[src/rtl/bar_pkg.sv]
// bar_pkg: shared FSM encoding, Q4.12 unity gain and default widths for the bar level path
package bar_pkg;
  typedef enum logic [1:0] {ACCUM, SCALE, APPLY} bar_state_t;
  localparam logic [15:0] GAIN_ONE = 16'h1000;
  localparam int SAMPLE_BITS_DEF = 12;
  localparam int X_BITS_DEF = 13;
endpackage

[src/rtl/vsync_edge_sync.sv]
// vsync_edge_sync: brings an asynchronous vsync into clk and emits a one-cycle pulse on its rising edge
//  clk      in  clock of the receiving domain
//  rst_n    in  synchronous active-low reset, clears all flops
//  vsync    in  asynchronous frame strobe
//  vs_rise  out registered one-cycle pulse per synchronised rising edge
module vsync_edge_sync (
  input  logic clk,
  input  logic rst_n,
  input  logic vsync,
  output logic vs_rise
);
  logic meta, sync, sync_d;
  always_ff @(posedge clk) begin
    if (!rst_n) begin
      meta    <= 1'b0;
      sync    <= 1'b0;
      sync_d  <= 1'b0;
      vs_rise <= 1'b0;
    end else begin
      meta    <= vsync;
      sync    <= meta;
      sync_d  <= sync;
      vs_rise <= sync & ~sync_d;
    end
  end
endmodule

[src/rtl/bar_level_tracker.sv]
// bar_level_tracker: per-frame peak magnitude of a sample stream scaled to a bar length with attack/decay
//  clk              in  single clock domain
//  rst_n            in  synchronous active-low reset
//  sample_in        in  signed sample
//  sample_valid     in  sample_in valid
//  sample_ready     out sample accepted when valid & ready; low only while a frame is being closed
//  vsync            in  asynchronous frame strobe, rising edge closes a frame
//  gain             in  unsigned Q4.FRACTIONAL_BITS scale
//  total_active_pix in  bar length saturation limit
//  value            out bar length in pixels, held between updates
//  value_valid      out one-cycle pulse when value updates
module bar_level_tracker import bar_pkg::*; #(
  parameter int SAMPLE_BITS     = SAMPLE_BITS_DEF,
  parameter int X_BITS          = X_BITS_DEF,
  parameter int FRACTIONAL_BITS = 12,
  parameter int DECAY_STEP      = 4
) (
  input  logic                          clk,
  input  logic                          rst_n,
  input  logic signed [SAMPLE_BITS-1:0] sample_in,
  input  logic                          sample_valid,
  output logic                          sample_ready,
  input  logic                          vsync,
  input  logic [4+FRACTIONAL_BITS-1:0]  gain,
  input  logic [X_BITS-1:0]             total_active_pix,
  output logic [X_BITS-1:0]             value,
  output logic                          value_valid
);
  localparam int MAG_W  = SAMPLE_BITS - 1;
  localparam int GAIN_W = 4 + FRACTIONAL_BITS;
  localparam int PROD_W = MAG_W + GAIN_W;
  localparam int SH_W   = PROD_W - FRACTIONAL_BITS;
  bar_state_t state, state_nxt;
  logic vs_rise;
  logic [MAG_W-1:0] mag, peak;
  logic [SH_W-1:0] prod_sh;
  logic [X_BITS-1:0] tgt, decayed, held, value_nxt;
  vsync_edge_sync u_sync (
    .clk     (clk),
    .rst_n   (rst_n),
    .vsync   (vsync),
    .vs_rise (vs_rise)
  );
  always_ff @(posedge clk) begin
    if (!rst_n) state <= ACCUM;
    else state <= state_nxt;
  end
  always_comb begin
    state_nxt = ACCUM;
    if (state == ACCUM && vs_rise) state_nxt = SCALE;
    else if (state == SCALE) state_nxt = APPLY;
  end
  // The most negative sample has no positive twin, so it saturates to the largest magnitude.
  always_comb begin
    mag = !sample_in[SAMPLE_BITS-1] ? sample_in[MAG_W-1:0] :
          (~|sample_in[MAG_W-1:0]) ? '1 : MAG_W'(-sample_in);
    tgt = (prod_sh > SH_W'(total_active_pix)) ? total_active_pix : X_BITS'(prod_sh);
    decayed = (value > X_BITS'(DECAY_STEP)) ? value - X_BITS'(DECAY_STEP) : '0;
    held = (tgt >= value) ? tgt : ((tgt > decayed) ? tgt : decayed);
    // A decaying value can still sit above a freshly lowered limit; clamp it here.
    value_nxt = (held > total_active_pix) ? total_active_pix : held;
  end
  always_ff @(posedge clk) begin
    if (!rst_n) begin
      peak         <= '0;
      prod_sh      <= '0;
      value        <= '0;
      value_valid  <= 1'b0;
      sample_ready <= 1'b0;
    end else begin
      value_valid  <= 1'b0;
      sample_ready <= (state_nxt == ACCUM);
      if (state == ACCUM && sample_valid && sample_ready && mag > peak) peak <= mag;
      if (state == SCALE) begin
        prod_sh <= SH_W'((PROD_W'(peak) * PROD_W'(gain)) >> FRACTIONAL_BITS);
        peak    <= '0;
      end
      if (state == APPLY) begin
        value       <= value_nxt;
        value_valid <= 1'b1;
      end
    end
  end
endmodule

[config.mk]
export PLATFORM = sky130hd
export DESIGN_NAME = bar_level_tracker
export DESIGN_NICKNAME = d
export VERILOG_FILES = /design/src/rtl/bar_pkg.sv /design/src/rtl/vsync_edge_sync.sv /design/src/rtl/bar_level_tracker.sv
export SDC_FILE = /design/constraint.sdc
export NUM_CORES = 1
export LEC_CHECK = 0
export BUFFER_PORTS_ARGS = -buffer_cell sky130_fd_sc_hd__buf_4
export CAP_MARGIN = 20
export CORE_ASPECT_RATIO = 1.25
export CORE_MARGIN = 3
export CORE_UTILIZATION = 45
export DETAILED_ROUTE_END_ITERATION = 12
export PLACE_DENSITY_LB_ADDON = 0.05
export SLEW_MARGIN = 20
export SYNTH_ARGS = -nofsm -noshare
export SYNTH_HDL_FRONTEND = slang
export SYNTH_SLANG_ARGS = --single-unit
[constraint.sdc]
create_clock -name clk -period 16.35 [get_ports clk]
set_input_delay 2.4525 -clock clk [delete_from_list [all_inputs] [get_ports clk]]
set_output_delay 2.4525 -clock clk [all_outputs]
set_load 0.02 [all_outputs]
==> flow_summary_export.csv <==
group,metric,value,unit
cells_and_area,layout.cells.most_common_list,"inv_1, nand2_1, ha_1",
power_and_ir_drop,peakVddDrop,0.03682,mV
sta,skew,0.01027,ns
die,dieArea,22920,sq um
critical_path,required,16.55,ns
clocking,cts-root-buf,"clkbuf_16",
critical_path,rr_startpoint,"value[2]$_SDFFE_PN0P_",
clocking,ctsResizeCount,0,
job,cap_violations,0,
sta,slew_headroom,0.4121,
placed_design,dp_hpwl,20.66,mm
critical_path,crit_start,"total_active_pix[10]",
cells_and_area,nets,1460,
cells_and_area,num_antenna_cells,0,
detailed_routing,via_count,7869,
logic_synthesis,synth.area.top_cells,"fa_1, ha_1, dfxtp_1",
clocking,numCtsBuffers,5,
clocking,cts_htree_levels,2,
clocking,cts_tree,"built",
sta,timing.final.crit_share,0.5078,
die,die_width,136.0,um
logic_synthesis,syn_nets,1439,
sta,setup_ws,8.047,ns
logic_synthesis,synth_top_cell_area_share,0.2611,
detailed_routing,drcViolationCount,0,
logic_synthesis,async_flop_share,0,
grt,grt_overflow,0,
sta,finalSetupTns,0,ns
placed_design,io_buffers,59,
critical_path,cp-start-kind,"input pin",
power_and_ir_drop,leakagePower,0.004940,uW
clocking,clk_pin_slew_worst_paths,0.07,ns
sta,worst_hold_slack,0.3925,ns
cells_and_area,fillers,2087,
die,rows,58,
clocking,clockBufferDepth,2,
cells_and_area,layout_commonest_cell,"inv_1",
detailed_routing,drtIter0Drc,268,
detailed_routing,wl,24.35,mm
logic_synthesis,synth_area,9509,sq um
logic_synthesis,ys_ff_latch,47,
clocking,cts_setup_buffers,0,
die,die_y,168.5,um
logic_synthesis,yosysTopAreaCell,"fa_1",
grt,grt_usage,0.2225,
sta,post-route-min-period,8.303,ns
critical_path,ff2ff_setup_slack,9.74,ns
cells_and_area,syn_to_final_growth,8.053,%
clocking,clk_latency,0.30,ns
grt,grt_pass1_vias,8294,
detailed_routing,wl_per_cell,16.98,um
logic_synthesis,ys_seq_area_frac,0.09895,
hold_path,holdCritStartpoint,"u_sync.sync_d$_SDFF_PN0_",
critical_path,worst_path_max_delay_cell,"o21a_1",
sta,final-max-slew-violation-count,0,
detailed_routing,final_antenna_net_count,0,
logic_synthesis,synthCells,1142,
sta,rsz0062_at_grt,"false",
sta,finalSetupViolations,0,
hold_path,hold_class,"reg -> reg",
sta,final-hold-violation-count,0,
grt,grt_first_pass_wirelength,41.20,mm
die,io_pins,60,
logic_synthesis,synth_top_flop_cell,"dfxtp_1",
logic_synthesis,synth_enable_flop_cells,0,
logic_synthesis,syn_avg_cell_area,8.327,sq um
detailed_routing,drt-pass1-iter-count,4,
cells_and_area,drive_above_1_share,0.08763,
detailed_routing,routed_via_density,5.487,
critical_path,worst_setup_path_end_kind,"flip-flop",
clocking,cts_hold_buf,0,
sta,tightestPinTransition,0.8738,ns
placed_design,gp_congestion,0.8454,
logic_synthesis,yosys_warnings,0,
critical_path,critical_path.max_stage_delay,0.65,ns
sta,clock.fmax,0.1204,GHz
die,coreArea,20460,sq um
die,start_util,0.4647,
critical_path,cp_common_cell,"ha_1",
placed_design,place_ws,7.775,ns
power_and_ir_drop,p_per_area,44.92,nW/um^2
clocking,cts.sinks,47,
grt,grt_max_degree,19,
outcome,outcome,"complete, no violations",
critical_path,cp_max_fo,12,
grt,antenna_found_initial,0,
critical_path,setup.worst_path.class,"in -> reg",
logic_synthesis,synth_cell_types,66,
critical_path,critical_path_arrival,8.50,ns
final timing paths:
path,endpoint,depth (start not counted)
worst max-delay path,value[4]$_SDFFE_PN0P_,25
worst min-delay path,u_sync.vs_rise$_SDFF_PN0_,1
worst max register to register,value[4]$_SDFFE_PN0P_,20
worst min register to register,u_sync.vs_rise$_SDFF_PN0_,1
cell families (layout without fill, tap and decap cells):
| kind of cell | Yosys count | after routing | share of synthesized area |
|---|---|---|---|
| compound gates | 193 | 193 | 0.1316 |
| xor+xnor | 14 | 14 | 0.01289 |
| fa+ha+maj | 252 | 252 | 0.4295 |
| buf+inv | 233 | 255 | 0.09224 |
| flops | 47 | 47 | 0.09895 |
| mux | 37 | 37 | 0.04224 |
| simple gates | 366 | 366 | 0.1926 |
cell usage after synthesis, drive strengths merged (3+ instances only):
cell and count:
o2bb2ai 3, o21bai 4, nand2 139, a311oi 3, a211oi 9, and3 10
nand2b 7, a21boi 3, and4 3, a221oi 8, o31ai 7, xnor2 13
nor2 47, dfxtp 47, nor4 4, mux2i 18, nand4 14, o221ai 3
or4 3, o211ai 4, mux2 19, a31oi 7, or3 5, and2 85
inv 185, ha 128, o21ai 55, fa 124, nor2b 4, clkbuf 43
nand3 17, o21a 18, a21oi 41, a22oi 3, a21o 14, buf 4
nor3 20
metal layers:
metal  wire [um]  global-route usage  part of all wire
met5           0                   0                 0
met4         944             0.08900             0.039
met3         512             0.02259             0.021
met2       12430              0.4003              0.51
met1       10460              0.2703              0.43
where the power goes:
| part | switching [uW] | internal (uW) | total [uW] |
|---|---|---|---|
| Sequential | 10.6 | 117 | 128 |
| Combinational | 132 | 92.7 | 225 |
| Clock | 50.8 | 57.4 | 108 |
| Total | 194 | 268 | 462 |
cell type report:
cell class	instances	area (sq um)	share of cell area
sequential	47	940.9	0.09157
clock buffer	5	125.1	0.01218
inverter	186	698.2	0.06795
timing repair buffer	61	457.9	0.04457
tap	270	337.8	0.03288
clock inverter	3	23.77	0.002314
multi-input combinational	862	7691	0.7485
critical path, delay by kind of cell:
family / cells / cell delay (ns)
buf+inv: 4 / 0.46
fa+ha+maj: 3 / 0.93
mux: 2 / 0.64
compound gates: 11 / 2.65
simple gates: 5 / 1.35
sequential cells by signal (all words and copies together), names as in the netlist:
name            count
peak               11
u_sync.sync         1
value              13
u_sync.meta         1
state               2
u_sync.sync_d       1
sample_ready        1
u_sync.vs_rise      1
prod_sh            15
value_valid         1
through the flow:
step	power (uW)	std cells	utilization	instance area [sq um]
global placement	355.9	1426	0.4948	10130
floorplan	294.5	1142	-	9509
CTS	467.9	1434	0.5021	10270
global route	506.6	1434	0.5021	10270
finish	461.6	1434	0.5021	10270
detailed placement	357.2	1426	0.4948	10130
No activity file was read; power rests on OpenSTA's default activity.
